`src/rtl/button_conditioner_pkg.sv`:
```
// Shared definitions for the button conditioner: repeat FSM encoding and
// default 100 MHz timing constants.
package button_conditioner_pkg;

  typedef enum logic [1:0] {
    RPT_IDLE  = 2'd0,
    RPT_DELAY = 2'd1,
    RPT_RUN   = 2'd2
  } rpt_state_t;

  localparam int unsigned DEF_DEBOUNCE_CYCLES = 1_000_000;  // 10 ms
  localparam int unsigned DEF_REPEAT_DELAY    = 50_000_000; // 500 ms
  localparam int unsigned DEF_REPEAT_RATE     = 10_000_000; // 100 ms

  function automatic int unsigned max_u(input int unsigned a, input int unsigned b);
    return (a > b) ? a : b;
  endfunction

endpackage

```
`src/rtl/button_conditioner_channel.sv`:
```
// One input channel: 2-FF synchronizer, counter debounce, edge pulses and
// typematic auto-repeat.
//
// state     | meaning
// RPT_IDLE  | released, waiting for a debounced press
// RPT_DELAY | held, counting the initial repeat delay
// RPT_RUN   | held, emitting a pulse every repeat period
module button_conditioner_channel
  import button_conditioner_pkg::*;
#(
  parameter int unsigned DEBOUNCE_CYCLES = DEF_DEBOUNCE_CYCLES,
  parameter int unsigned REPEAT_DELAY    = DEF_REPEAT_DELAY,
  parameter int unsigned REPEAT_RATE     = DEF_REPEAT_RATE
) (
  input  logic clk100mhz,
  input  logic cpu_resetn,
  input  logic raw,
  output logic level,
  output logic level_nxt,
  output logic press,
  output logic release_pulse,
  output logic repeat_pulse
);

  localparam int DW = $clog2(DEBOUNCE_CYCLES);
  localparam int RW = $clog2(max_u(REPEAT_DELAY, REPEAT_RATE));
  localparam logic [DW-1:0] DEB_TC   = DW'(DEBOUNCE_CYCLES - 1);
  localparam logic [RW-1:0] DELAY_TC = RW'(REPEAT_DELAY - 1);
  localparam logic [RW-1:0] RATE_TC  = RW'(REPEAT_RATE - 1);

  logic          s1, s2;
  logic [DW-1:0] dcnt;
  logic          change, deb_tc, rise, fall;

  rpt_state_t    state, state_nxt;
  logic [RW-1:0] rcnt, rcnt_nxt;
  logic          rpt_nxt;

  assign change    = s2 ^ level;
  assign deb_tc    = change && (dcnt == DEB_TC);
  assign rise      = deb_tc && s2;
  assign fall      = deb_tc && !s2;
  assign level_nxt = deb_tc ? s2 : level;

  always_ff @(posedge clk100mhz or negedge cpu_resetn) begin
    if (!cpu_resetn) begin
      s1            <= 1'b0;
      s2            <= 1'b0;
      level         <= 1'b0;
      press         <= 1'b0;
      release_pulse <= 1'b0;
      dcnt          <= '0;
    end else begin
      s1            <= raw;
      s2            <= s1;
      level         <= level_nxt;
      press         <= rise;
      release_pulse <= fall;
      // any return to the accepted level restarts the stability count
      if (!change || deb_tc) dcnt <= '0;
      else                   dcnt <= dcnt + DW'(1);
    end
  end

  always_ff @(posedge clk100mhz or negedge cpu_resetn) begin
    if (!cpu_resetn) begin
      state        <= RPT_IDLE;
      rcnt         <= '0;
      repeat_pulse <= 1'b0;
    end else begin
      state        <= state_nxt;
      rcnt         <= rcnt_nxt;
      repeat_pulse <= rpt_nxt;
    end
  end

  always_comb begin
    state_nxt = state;
    rcnt_nxt  = rcnt;
    rpt_nxt   = 1'b0;
    // release wins over a repeat terminal count on the same edge
    if (fall) begin
      state_nxt = RPT_IDLE;
      rcnt_nxt  = '0;
    end else begin
      unique case (state)
        RPT_IDLE: begin
          if (rise) begin
            state_nxt = RPT_DELAY;
            rcnt_nxt  = '0;
          end
        end
        RPT_DELAY: begin
          if (rcnt == DELAY_TC) begin
            rpt_nxt   = 1'b1;
            rcnt_nxt  = '0;
            state_nxt = RPT_RUN;
          end else begin
            rcnt_nxt = rcnt + RW'(1);
          end
        end
        RPT_RUN: begin
          if (rcnt == RATE_TC) begin
            rpt_nxt  = 1'b1;
            rcnt_nxt = '0;
          end else begin
            rcnt_nxt = rcnt + RW'(1);
          end
        end
        default: begin
          state_nxt = RPT_IDLE;
          rcnt_nxt  = '0;
        end
      endcase
    end
  end

endmodule

```
`src/rtl/button_conditioner.sv`:
```
// Conditions raw board buttons/switches into debounced levels and pulses.
// release/repeat are keywords, hence the release_pulse/repeat_pulse names.
module button_conditioner
  import button_conditioner_pkg::*;
#(
  parameter int unsigned W               = 5,
  parameter int unsigned DEBOUNCE_CYCLES = DEF_DEBOUNCE_CYCLES,
  parameter int unsigned REPEAT_DELAY    = DEF_REPEAT_DELAY,
  parameter int unsigned REPEAT_RATE     = DEF_REPEAT_RATE
) (
  input  logic         clk100mhz,
  input  logic         cpu_resetn,
  input  logic [W-1:0] raw,
  output logic [W-1:0] level,
  output logic [W-1:0] press,
  output logic [W-1:0] release_pulse,
  output logic [W-1:0] repeat_pulse,
  output logic         any_held
);

  logic [W-1:0] level_nxt;

  for (genvar i = 0; i < W; i++) begin : g_ch
    button_conditioner_channel #(
      .DEBOUNCE_CYCLES (DEBOUNCE_CYCLES),
      .REPEAT_DELAY    (REPEAT_DELAY),
      .REPEAT_RATE     (REPEAT_RATE)
    ) u_ch (
      .clk100mhz     (clk100mhz),
      .cpu_resetn    (cpu_resetn),
      .raw           (raw[i]),
      .level         (level[i]),
      .level_nxt     (level_nxt[i]),
      .press         (press[i]),
      .release_pulse (release_pulse[i]),
      .repeat_pulse  (repeat_pulse[i])
    );
  end

  // built from next-level so it lines up with the registered level bits
  always_ff @(posedge clk100mhz or negedge cpu_resetn) begin
    if (!cpu_resetn) any_held <= 1'b0;
    else             any_held <= |level_nxt;
  end

endmodule

```
`config.mk`:
```
export PLATFORM = sky130hd
export DESIGN_NAME = button_conditioner
export DESIGN_NICKNAME = d
export VERILOG_FILES = /design/src/rtl/button_conditioner_pkg.sv /design/src/rtl/button_conditioner_channel.sv /design/src/rtl/button_conditioner.sv
export SDC_FILE = /design/constraint.sdc
export NUM_CORES = 1
export LEC_CHECK = 0
export CAP_MARGIN = 0
export CORE_MARGIN = 4
export CORE_UTILIZATION = 59
export CTS_BUF_LIST = sky130_fd_sc_hd__clkbuf_4 sky130_fd_sc_hd__clkbuf_8
export DETAILED_ROUTE_END_ITERATION = 10
export GPL_TIMING_DRIVEN = 0
export PLACE_DENSITY = 0.79
export SLEW_MARGIN = 10
export SYNTH_ARGS = -nofsm -noshare
export SYNTH_HDL_FRONTEND = slang
export SYNTH_HIERARCHICAL = 1
export SYNTH_SLANG_ARGS = --single-unit
```
`constraint.sdc`:
```
create_clock -name clk100mhz -period 2.3 [get_ports clk100mhz]
set_clock_uncertainty 0.1 [all_clocks]
set_input_delay 0.69 -clock clk100mhz [delete_from_list [all_inputs] [get_ports clk100mhz]]
set_output_delay 0.69 -clock clk100mhz [all_outputs]
set_load 0.02 [all_outputs]
```
# Word-level counts from Yosys, hierarchy flattened
# Index checks and enable logic that the tools add are counted.
totals:
  register_bits: 271
  input_bits: 7
  out_inout_bits: 21
  elab_cells: 217
op_classes:
  addsub: 10
  eq_ne: 40
  mux: 75
  n_bitwise: 5
  n_reduce_logical: 41
op_table:
  columns: ["op", "count"]
  rows:
  - ["2-to-1 mux 26 bit", 20]
  - ["case mux 26 bit (3 select lines)", 5]
  - ["adder 26 x 1 -> 26 bit, second input constant", 5]
  - ["equality test 26 x 24 -> 1 bit, second input constant", 5]
  - ["equality test 26 bit, second input constant", 5]
  - ["adder 20 x 1 -> 20 bit, second input constant", 5]
  - ["equality test 20 bit, second input constant", 5]
  - ["2-to-1 mux 20 bit", 5]
  - ["2-to-1 mux 2 bit", 15]
  - ["inequality test 3 x 1 -> 1 bit, second input constant", 10]
  - ["case mux 2 bit (3 select lines)", 5]
  - ["2-to-1 mux 1 bit", 20]
  - ["logical AND 1 bit", 15]
  - ["AND reduction 3 bit", 5]
  - ["equality test 2 x 1 -> 1 bit, second input constant", 5]
  - ["equality test 2 bit, second input constant", 5]
  - ["zero test 1 bit", 10]
  - ["zero test 2 bit", 5]
  - ["inequality test 2 x 1 -> 1 bit, second input constant", 5]
  - ["case mux 1 bit (2 select lines)", 5]
  - ["logical OR 1 bit", 5]
  - ["OR reduction 5 bit", 1]
  - ["bitwise XOR 1 bit", 5]

# Logic depth before layout (Yosys ltp)
# Gate-level depths: netlist of run 1.
depth:
  ltp_word: 6
  ltp_mapped: 10

# Hierarchy
# Netlist of run 1, hierarchy kept.
modules_own_cells:
  columns: ["module", "instances", "cells_each", "area_per_inst_um2", "seq_area_each_um2"]
  rows:
  - ["button_conditioner_channel (g_ch[0].u_ch ...)", 3, 299, 2880.3, 1351.3]
  - ["button_conditioner_channel (g_ch[1].u_ch)", 1, 304, 2956.6, 1351.3]
  - ["button_conditioner_channel (g_ch[4].u_ch)", 1, 306, 2904.0, 1351.3]
  - ["button_conditioner", 1, 4, 37.5, 25.0]

# Worst setup path before layout of run 1
# No wires, ideal clock.
synth_path:
  path_kind: "reg2reg"
  start: "reg g_ch[1].u_ch.rcnt[18]"
  end: "reg g_ch[1].u_ch.rcnt[17]"
  arrival_ns: 2.257
  t_required_ns: 2.072
  setup_slack_ns: -0.184
  path_stages_with_launch: 9
  cell_sequence: "dfrtp_1 > or4_1 > or4_4 > o21a_2 > o21ba_1 > buf_6 > buf_8 > a31oi_1 > o31ai_1"
synth_via:
  elab_chain_cells: 4
  word_cells_on_any_way: 6
  cone_classes: "eq/ne: 2; mux: 4"
synth_rtl:
  columns: ["element", "line", "source"]
  rows:
  - ["start, declared", "button_conditioner_channel.sv:36", "logic [RW-1:0] rcnt, rcnt_nxt;"]
  - ["start signal, assigned", "button_conditioner_channel.sv:72", "rcnt <= rcnt_nxt;"]
  - ["equality test 26 x 24 -> 1 bit / equality test 26 bit (equally long branches)", "button_conditioner_channel.sv:103, button_conditioner_channel.sv:94", null]
  - ["2-to-1 mux 26 bit, on equally long branches", "button_conditioner_channel.sv:103, button_conditioner_channel.sv:94", null]
  - ["case mux 26 bit (3 select lines) *", "button_conditioner_channel.sv:86", "unique case (state)"]
  - ["2-to-1 mux 26 bit *", "button_conditioner_channel.sv:82", "if (fall) begin"]
# Every way passes the cells marked *; elsewhere a longest branch is shown, timed or not.
# A chain may end at the register's enable or synchronous reset.

# Worst setup path after layout of run 1
# Same ends and word-level chain as after synthesis.

==> results of run 1 <==
==> flip-flops by register name, indices dropped and copies added, names as in the netlist <==
name	count
any_held	1
g_ch.u_ch/s2	5
g_ch.u_ch/press	5
g_ch.u_ch/s1	5
g_ch.u_ch/level	5
g_ch.u_ch/release_pulse	5
g_ch.u_ch/repeat_pulse	5
g_ch.u_ch/state	10
g_ch.u_ch/rcnt	130
g_ch.u_ch/dcnt	100
==> cell type report <==
type / instances / area share (%)
plain buffers: 45 / 2.16
repair buffers: 181 / 8.83
clock inverters: 8 / 0.725
flip-flops and latches: 271 / 34.6
well taps: 324 / 2.06
inverters: 34 / 0.649
clock buffers: 73 / 4.73
multi-input cells: 1152 / 46.3
==> power by group through the flow <==
stage | Sequential, W | Combinational (W) | Clock [W]
2_1_floorplan | 0.00491 | 0.0000698 | 0
3_3_place_gp | 0.00492 | 0.000190 | 0
3_5_place_dp | 0.00491 | 0.000207 | 0
4_1_cts | 0.00483 | 0.000229 | 0.00504
5_1_grt | 0.00483 | 0.000275 | 0.00532
6_report | 0.00483 | 0.000242 | 0.00499
==> path summary, 6_finish.rpt <==
kind / end / slack, ns / cells after the start
max: g_ch[1].u_ch/rcnt[17] / -0.34 / 7
min in group asynchronous: g_ch[4].u_ch/rcnt[23] / 0.57 / 2
min reg2reg: g_ch[4].u_ch/s2 / 0.25 / 0
max in group asynchronous: g_ch[1].u_ch/rcnt[11] / 0.58 / 3
min: g_ch[4].u_ch/s2 / 0.25 / 0
max reg2reg: g_ch[1].u_ch/rcnt[17] / -0.34 / 7
==> critical path: stages, from the launching register on <==
cell,delay [ns]
dfrtp_2,0.41
or4_1,0.50
or4_4,0.54
o21a_1,0.23
o21ba_4,0.28
buf_8,0.14
a31oi_1,0.19
o31ai_1,0.12
==> logic make-up after synthesis <==
group	Yosys count	synth area share (%)
adder cells (fa/ha/maj)	35	3.01
multiplexers	7	0.525
XOR/XNOR	125	7.53
buffers and inverters	89	3.06
AND/OR/NAND/NOR	797	29.3
AO/OA/AOI/OAI	187	9.97
flip-flops	271	46.6
==> synth_stat cells, drive strengths merged (32+ instances only) <==
cell,instances
dfrtp,271
nor2,192
nand3,167
nand2,145
xor2,80
nand4,63
xnor2,45
o311ai,42
and3,39
ha,35
inv,34
nor3,32
==> stage by stage <==
stage	utilization, %	setup TNS [ns]	setup slack (ns)	total power (W)	hold slack, ns
floorplan	-	-2.45	-0.169	0.00498	0.231
global placement	62.8	-3032.50	-11.08	0.00511	0.236
detailed placement	63.1	-45.17	-0.476	0.00512	0.235
CTS	72.1	-4.84	-0.258	0.0101	0.249
global route	81.1	-24.97	-0.400	0.0104	0.257
finish	81.1	-13.60	-0.339	0.0101	0.248
==> layer usage <==
metal	part of all wire [%]	up-vias	track usage [%]
li1	-	5931	-
met1	39	6714	33.7
met2	51	737	41.5
met3	6.5	201	3.54
met4	4.2	0	7.22
met5	0	-	0
==> timing repair <==
action	CTS	global route
buffers inserted	64	70
cloned	5	14
setup endpoints to repair	191	223
pin swaps	56	134
resized for setup	144	340
hold buffers	1	0
endpoints found under the hold margin	27	0
==> summary.txt, run 1 <==
Outcome
  – Status: finished with violations
  – Failing checks: negative setup slack

Die
  – Die height: 165 µm
  – Die width: 165 µm
  – I/O Pins: 28
  – Initial Util: 60.0%
  – Core area: 24,200 µm²
  – Num rows: 57
  – Die Footprint: 27,200 µm²

Setup path
  – Worst Path Max Fanout: 5
  – WP data arrival: 2.96 ns
  – R2R Path Start: g_ch[1].u_ch/rcnt[18]
  – CP startpoint kind: flop
  – Crit path kind: flop to flop
  – Critical Path RT: 2.63 ns
  – Worst setup EP type: flop
  – Crit path launch: g_ch[1].u_ch/rcnt[18]

Hold path
  – Hold Crit Class: flop to flop
  – Hold Startpoint: g_ch[4].u_ch/s1

Cells and area
  – Finished Layout Cells: 2,088
  – N_diodes: 0
  – Footprint of the multi-input gates: 9090 µm²
  – Finished Cell Area: 19,700 µm²
  – Final #Nets: 1,773
  – Synthesis-to-finish area growth: 35.2%
  – Fillers: 1,276
  – Most frequent cells in the layout: dfrtp_1 (254), nor2_1 (159), nand2_1 (131), nand3_1 (131), buf_4 (112)
  – Sequential cell area: 6800 µm²
  – Commonest non-fill, non-tap cell in the layout: dfrtp_1
  – Layout cells sized above 1: 31.9%

STA
  – Final worst-path cycle share: 115%
  – Slew margin rel.: 23.0%
  – Max-slew violation count: 0
  – Worst-margin pin slew: 1.14 ns
  – Final Hold Fails: 0
  – Setup violations, final: 120
  – Setup ws final: -0.339 ns
  – Tmin final: 2.64 ns
  – RSZ-0062 raised after global routing: yes
  – Fmax achieved: 0.379 GHz

Placement
  – Cell Area, Placed: 15,300 µm²
  – Detail Placement HPWL: 20.8 mm
  – Input/output buffers: 27
  – Placed cells: 1,864
  – Routability cong.: 0.890

Logic synthesis
  – Synth unique cells: 72
  – Post-synth EDFFs: 0
  – Post-synth ARST share: 100%
  – Synth Cell Area: 14,500 µm²
  – Top post-synthesis cells by area: dfrtp_1 (47%), nand3_1 (5.5%), nor2_1 (5.0%)
  – YS warnings: 6
  – Main flop type after synthesis: dfrtp_1
  – Post-synthesis register bit count: 271
  – Sequential area share after synthesis: 46.6%
  – Synth Instances: 1,511
  – Syn nets: 1,553
  – Area share of the leading cell type in the synthesized netlist: 46.6%
  – Synth Area per Inst: 9.62 µm²
  – Post-synthesis cell type with the largest combined area: dfrtp_1

Drt
  – Routed len/inst: 20.6 µm
  – 1st-pass router iterations: 8
  – ANT nets after route: 0
  – Vias post-DR: 13,600
  – Routed wire length: 43.0 mm
  – DRC viols: 0
  – Vias per cell: 6.51
  – 1st-iter DRT viols: 1,551

Job
  – Maxcap violations: 0

Clocking
  – CTS Buf Count: 46
  – Clk_lat worst skew: 0.55 ns
  – CTS clock-pin slew for the worst setup and hold paths: 0.07 ns
  – CTS H-tree depth: 2
  – Root buffer cell: clkbuf_8
  – Clk buf depth: 3
  – Clock net sink count: 271
  – CTS tree: built

Power and ir drop
  – Switching share of power: 21.6%
  – Net Switching: 0.00218 W
  – Power Internal: 0.00788 W
  – Clock group share of total power: 49.6%
  – P_leak: 8.33 nW
  – Sequential share of power: 48.0%
  – Worst VDD drop: 648 µV
  – Power per cell area: 512 nW/µm²
  – Comb pwr share: 2.4%

Global routing
  – Total GRT Usage: 24.7%
  – Initial antenna violation count: 0
  – Gr ovfl total: 0
  – Largest net degree at the start of global routing: 108
  – First-pass GRT wire length: 57.0 mm
  – Vias in the first global route: 12,100
Note: power is estimated with default switching activity, not from simulation.
==> run 2: changes to the inputs <==
--- a/config.mk
+++ b/config.mk
@@ -12,6 +12,7 @@
 export DETAILED_ROUTE_END_ITERATION = 10
 export GPL_TIMING_DRIVEN = 0
 export PLACE_DENSITY = 0.79
+export SKIP_LAST_GASP = 1
 export SLEW_MARGIN = 10
 export SYNTH_ARGS = -nofsm -noshare
 export SYNTH_HDL_FRONTEND = slang
==> run 2 against run 1 <==
  * The run still ends with negative setup slack left
  * Worst hold slack improved by 0.00086 ns
  * Non-clock buffer count decreased by 3
  * Worst setup slack improved by 0.033 ns
  * Combinational power decreased by 2%
  * Critical path type unchanged
  * Largest cell class unchanged
==> summary.txt, run 2 (synthesis results as in run 1) <==
Cells and area
  – Top reg by flops: g_ch.u_ch/rcnt
  – N_diodes: 0
  – Top Registers: g_ch.u_ch/rcnt (130), g_ch.u_ch/dcnt (100), g_ch.u_ch/state (10)
  – Commonest non-fill, non-tap cell in the layout: dfrtp_1
  – Max reg flops: 130
  – Layout cells sized above 1: 31.2%
  – Finished Layout Cells: 2,084
  – Most frequent cells in the layout: dfrtp_1 (251), nor2_1 (167), nand2_1 (137), nand3_1 (132), buf_4 (112)
  – Synthesis-to-finish area growth: 34.3%
  – Final #Nets: 1,769
  – Final core occ: 80.5%

Power and ir drop
  – Switching share of power: 21.4%
  – Power per cell area: 514 nW/µm²
  – Net Switching: 0.00215 W
  – Total power: 0.0100 W
  – Power Internal: 0.00788 W
  – Worst VDD drop: 447 µV
  – Sequential share of power: 48.1%
  – P_leak: 8.30 nW
  – Clock group share of total power: 49.5%
  – Comb pwr share: 2.4%

Global routing
  – First-pass GRT wire length: 56.9 mm
  – Gr ovfl total: 0
  – Initial antenna violation count: 0
  – Vias in the first global route: 12,100
  – Total GRT Usage: 24.7%
  – Largest net degree at the start of global routing: 108

Drt
  – 1st-iter DRT viols: 1,369
  – Routed len/inst: 19.9 µm
  – ANT nets after route: 0
  – Vias post-DR: 13,400
  – DRC viols: 0
  – Vias per cell: 6.44
  – 1st-pass router iterations: 6
  – Routed wire length: 41.4 mm

Setup path
  – Crit path kind: flop to flop
  – Crit-path cells: or4_1 -> or4_4 -> o21a_1 -> o21ba_4 -> buf_8 -> a31oi_1 -> o31ai_1
  – Worst setup EP type: flop
  – CP startpoint kind: flop
  – Critical Path Max Stage Delay: 0.53 ns
  – Crit-path slowest cell: or4_1
  – Critical Path RT: 2.61 ns
  – Top Family by Delay on Critical Path: simple AND/OR/NAND/NOR gates
  – Worst Path Buf+Inv: 1
  – WP data arrival: 2.92 ns
  – Worst Path Max Fanout: 5

Placement
  – Routability cong.: 0.890
  – Pre-CTS setup slack: -0.476 ns
  – Detail Placement HPWL: 20.8 mm
  – Input/output buffers: 27
  – Placed cells: 1,864

STA
  – RSZ-0062 raised after global routing: yes
  – Setup ws final: -0.306 ns
  – Fmax achieved: 0.384 GHz
  – Worst-margin pin slew: 0.756 ns
  – Setup violations, final: 97
  – Max-slew violation count: 0
  – Final Hold Fails: 0
  – Tmin final: 2.61 ns
  – Final worst-path cycle share: 113%
  – Slew margin rel.: 49.1%
  – Setup TNS: -10.84 ns

Die
  – Core area: 24,200 µm²
  – Die width: 165 µm
  – I/O Pins: 28
  – Die height: 165 µm
  – Num rows: 57
  – Die Footprint: 27,200 µm²
  – Initial Util: 60.0%

Clocking
  – Clk buf depth: 3
  – Clk_lat worst skew: 0.55 ns
  – CTS tree: built
  – CTS H-tree depth: 2
  – Root buffer cell: clkbuf_8
  – CTS clock-pin slew for the worst setup and hold paths: 0.07 ns
  – Clock net sink count: 271
  – CTS Buf Count: 46

Outcome
  – Status: finished with violations
  – Failing checks: negative setup slack

Hold path
  – Hold Crit Class: flop to flop

Job
  – Maxcap violations: 0
[run 2: repair_timing]
item | CTS | global route
cloned | 5 | 9
endpoints found under the setup margin | 191 | 222
endpoints found under the hold margin | 27 | 0
gates resized for setup | 138 | 325
buffers inserted | 64 | 72
hold buffers | 1 | 0
pin swaps | 54 | 121
[run 2: power by group through the flow]
stage	logic, W	clock network, W	registers [W]
6_report	0.000237	0.00497	0.00483
3_3_place_gp	0.000190	0	0.00492
2_1_floorplan	0.0000698	0	0.00491
3_5_place_dp	0.000207	0	0.00491
5_1_grt	0.000272	0.00528	0.00483
4_1_cts	0.000229	0.00504	0.00483
[run 2: final timing paths]
path / depth (start not counted) / start / slack (ns) / end
worst max register to register: 7 / g_ch[1].u_ch/rcnt[18] / -0.31 / g_ch[1].u_ch/rcnt[12]
worst max-delay path: 7 / g_ch[1].u_ch/rcnt[18] / -0.31 / g_ch[1].u_ch/rcnt[12]
min in group asynchronous: 2 / cpu_resetn / 0.57 / g_ch[4].u_ch/rcnt[23]
worst min-delay path: 0 / g_ch[2].u_ch/s1 / 0.25 / g_ch[2].u_ch/s2
worst min register to register: 0 / g_ch[2].u_ch/s1 / 0.25 / g_ch[2].u_ch/s2
max in group asynchronous: 3 / cpu_resetn / 0.60 / g_ch[0].u_ch/dcnt[12]
[run 2: per-stage QoR]
| step | hold WS [ns] | cell area, µm² |
|---|---|---|
| finish | 0.249 | 19500 |
| global route | 0.260 | 19500 |
| CTS | 0.249 | 17500 |
| detailed placement | 0.235 | 15300 |
| global placement | 0.236 | 15200 |
| floorplan | 0.231 | 14600 |
[run 2: layout make-up]
cell class | instances | area [µm²]
Clock inverter | 8 | 143
Clock buffer | 73 | 930
Buffer | 44 | 399
Sequential cell | 271 | 6810
Timing Repair Buffer | 179 | 1730
Fill cell | 1280 | 4720
Multi-Input combinational cell | 1151 | 8990
Inverter | 34 | 128
Tap cell | 324 | 405
[run 2: routing by layer]
layer  global-route usage (%)  routed length, µm
met5                        0                  0
met4                     7.30               1440
met3                     3.54               2770
met2                     41.5              21100
met1                     33.6              16100
==> run 3: changes to the inputs <==
--- a/config.mk
+++ b/config.mk
@@ -6,7 +6,7 @@
 export NUM_CORES = 1
 export LEC_CHECK = 0
 export CAP_MARGIN = 0
-export CORE_MARGIN = 4
+export CORE_MARGIN = 1
 export CORE_UTILIZATION = 59
 export CTS_BUF_LIST = sky130_fd_sc_hd__clkbuf_4 sky130_fd_sc_hd__clkbuf_8
 export DETAILED_ROUTE_END_ITERATION = 10
==> run 3 against run 2 <==
  * The run still ends with negative setup slack left
  * Maximum frequency is 3.2% lower
  * Design area is 0.78% higher
  * Critical path type unchanged
  * Power is essentially flat
  * Highest routed layer unchanged
  * Worst setup slack lost 0.087 ns
  * Clock-buffer cell count grew 6
  * Worst hold slack better by 0.0049 ns
  * Clock power fell by 1%
  * Cell count grew 1.7%
==> summary.txt, run 3 (synthesis results as in run 1) <==
Placement
  – Routability cong.: 0.870
  – Detail Placement HPWL: 20.9 mm
  – Placed cells: 1,865
  – Cell Area, Placed: 15,300 µm²
  – Pre-CTS setup slack: -0.534 ns
  – Input/output buffers: 27

STA
  – Final worst-path cycle share: 117%
  – Final Hold Fails: 0
  – Tmin final: 2.69 ns
  – Slew margin rel.: 40.0%
  – RSZ-0062 raised after global routing: yes
  – Setup ws final: -0.394 ns
  – Setup violations, final: 127
  – Fmax achieved: 0.371 GHz
  – Worst-margin pin slew: 0.892 ns
  – Max-slew violation count: 0

Power and ir drop
  – Sequential share of power: 48.2%
  – Power Internal: 0.00774 W
  – P_leak: 8.49 nW
  – Net Switching: 0.00229 W
  – Power per cell area: 509 nW/µm²
  – Worst VDD drop: 364 µV
  – Switching share of power: 22.8%
  – Clock group share of total power: 49.1%
  – Total power: 0.0100 W
  – Comb pwr share: 2.7%

Clocking
  – CTS Buf Count: 46
  – CTS H-tree depth: 2
  – CTS tree: built
  – Clk_lat worst skew: 0.58 ns
  – Clk buf depth: 3
  – Clock net sink count: 271
  – CTS clock-pin slew for the worst setup and hold paths: 0.06 ns
  – Root buffer cell: clkbuf_8

Cells and area
  – Finished Cell Area: 19,700 µm²
  – Top Registers: g_ch.u_ch/rcnt (130), g_ch.u_ch/dcnt (100), g_ch.u_ch/state (10)
  – Synthesis-to-finish area growth: 35.4%
  – Finished Layout Cells: 2,119
  – Commonest non-fill, non-tap cell in the layout: dfrtp_1
  – N_diodes: 0
  – Max reg flops: 130
  – Final #Nets: 1,800
  – Layout cells sized above 1: 31.5%
  – Most frequent cells in the layout: dfrtp_1 (252), nor2_1 (170), buf_4 (138), nand2_1 (134), nand3_1 (132)
  – Top reg by flops: g_ch.u_ch/rcnt

Setup path
  – Crit path kind: flop to flop
  – WP data arrival: 3.03 ns
  – Critical Path RT: 2.63 ns
  – Worst setup EP type: flop
  – CP startpoint kind: flop
  – Worst Path Max Fanout: 4

Global routing
  – Vias in the first global route: 12,300
  – Total GRT Usage: 27.9%
  – Initial antenna violation count: 0
  – Gr ovfl total: 0
  – First-pass GRT wire length: 59.4 mm
  – Largest net degree at the start of global routing: 92

Drt
  – DRC viols: 0
  – Vias per cell: 6.59
  – Routed len/inst: 21.5 µm
  – ANT nets after route: 0
  – Vias post-DR: 14,000
  – 1st-iter DRT viols: 1,534
  – 1st-pass router iterations: 8
  – Routed wire length: 45.5 mm

Outcome
  – Status: finished with violations
  – Failing checks: negative setup slack

Die
  – Num rows: 57
  – I/O Pins: 28
  – Die Footprint: 25,300 µm²
  – Die width: 159 µm
  – Initial Util: 60.0%
  – Core area: 24,200 µm²
  – Die height: 159 µm

Hold path
  – Hold Crit Class: flop to flop

Job
  – Maxcap violations: 0
## run 3: worst max-delay path, stage by stage, from the launching register on
cell and delay, ns:
dfrtp_2 0.42, or4_4 0.53, or4_4 0.48, o21a_1 0.24, buf_6 0.14, o21bai_4 0.18
buf_6 0.15, o2bb2a_1 0.23, o21ai_2 0.10
## run 3: layer usage
metal / wire length (µm) / up-vias / global-route usage [%]
li1: - / 5989 / -
met1: 17100 / 6879 / 36.7
met2: 22600 / 839 / 46.1
met3: 3400 / 259 / 4.17
met4: 2380 / 0 / 11.9
met5: 0 / - / 0
## run 3: repair_timing
action	in CTS	in global routing
gates cloned	4	13
endpoints found under the setup margin	191	204
pin swaps	58	119
setup buffers	76	81
resized for setup	150	301
endpoints found under the hold margin	48	0
hold buffers	1	0
## run 3: final cells by class
class	count	area, µm²
Tap cell	324	405
Sequential cell	271	6810
Clock buffer	79	1000
Timing Repair Buffer	203	1870
Clock inverter	6	57.6
Inverter	34	128
Buffer	50	460
Fill cell	1225	4560
Multi-Input combinational cell	1152	8950
## run 3: power by group through the flow
stage	clock network, W	registers (W)	logic (W)
final	0.00492	0.00483	0.000270
after CTS	0.00489	0.00483	0.000244
after global placement	0	0.00492	0.000190
after detailed placement	0	0.00491	0.000212
after floorplan	0	0.00491	0.0000698
after global routing	0.00520	0.00483	0.000304
## run 3: metrics by stage
stage / hold WS, ns / utilization [%] / setup TNS (ns)
2_1_floorplan: 0.231 / - / -2.45
3_3_place_gp: 0.234 / 62.8 / -3032.97
3_5_place_dp: 0.235 / 63.2 / -47.35
4_1_cts: 0.250 / 72.8 / -5.68
5_1_grt: 0.259 / 81.2 / -26.43
6_report: 0.254 / 81.2 / -17.32
## run 3: final timing paths
| kind | startpoint | end | slack, ns | cells past startpoint |
|---|---|---|---|---|
| setup reg to reg | g_ch[1].u_ch/rcnt[18] | g_ch[1].u_ch/rcnt[21] | -0.39 | 8 |
| setup / recovery | g_ch[1].u_ch/rcnt[18] | g_ch[1].u_ch/rcnt[21] | -0.39 | 8 |
| hold / removal | g_ch[1].u_ch/s1 | g_ch[1].u_ch/s2 | 0.25 | 0 |
| max in group asynchronous | cpu_resetn | g_ch[0].u_ch/dcnt[10] | 0.51 | 4 |
| hold reg to reg | g_ch[1].u_ch/s1 | g_ch[1].u_ch/s2 | 0.25 | 0 |
| min in group asynchronous | cpu_resetn | g_ch[2].u_ch/release_pulse | 0.54 | 2 |
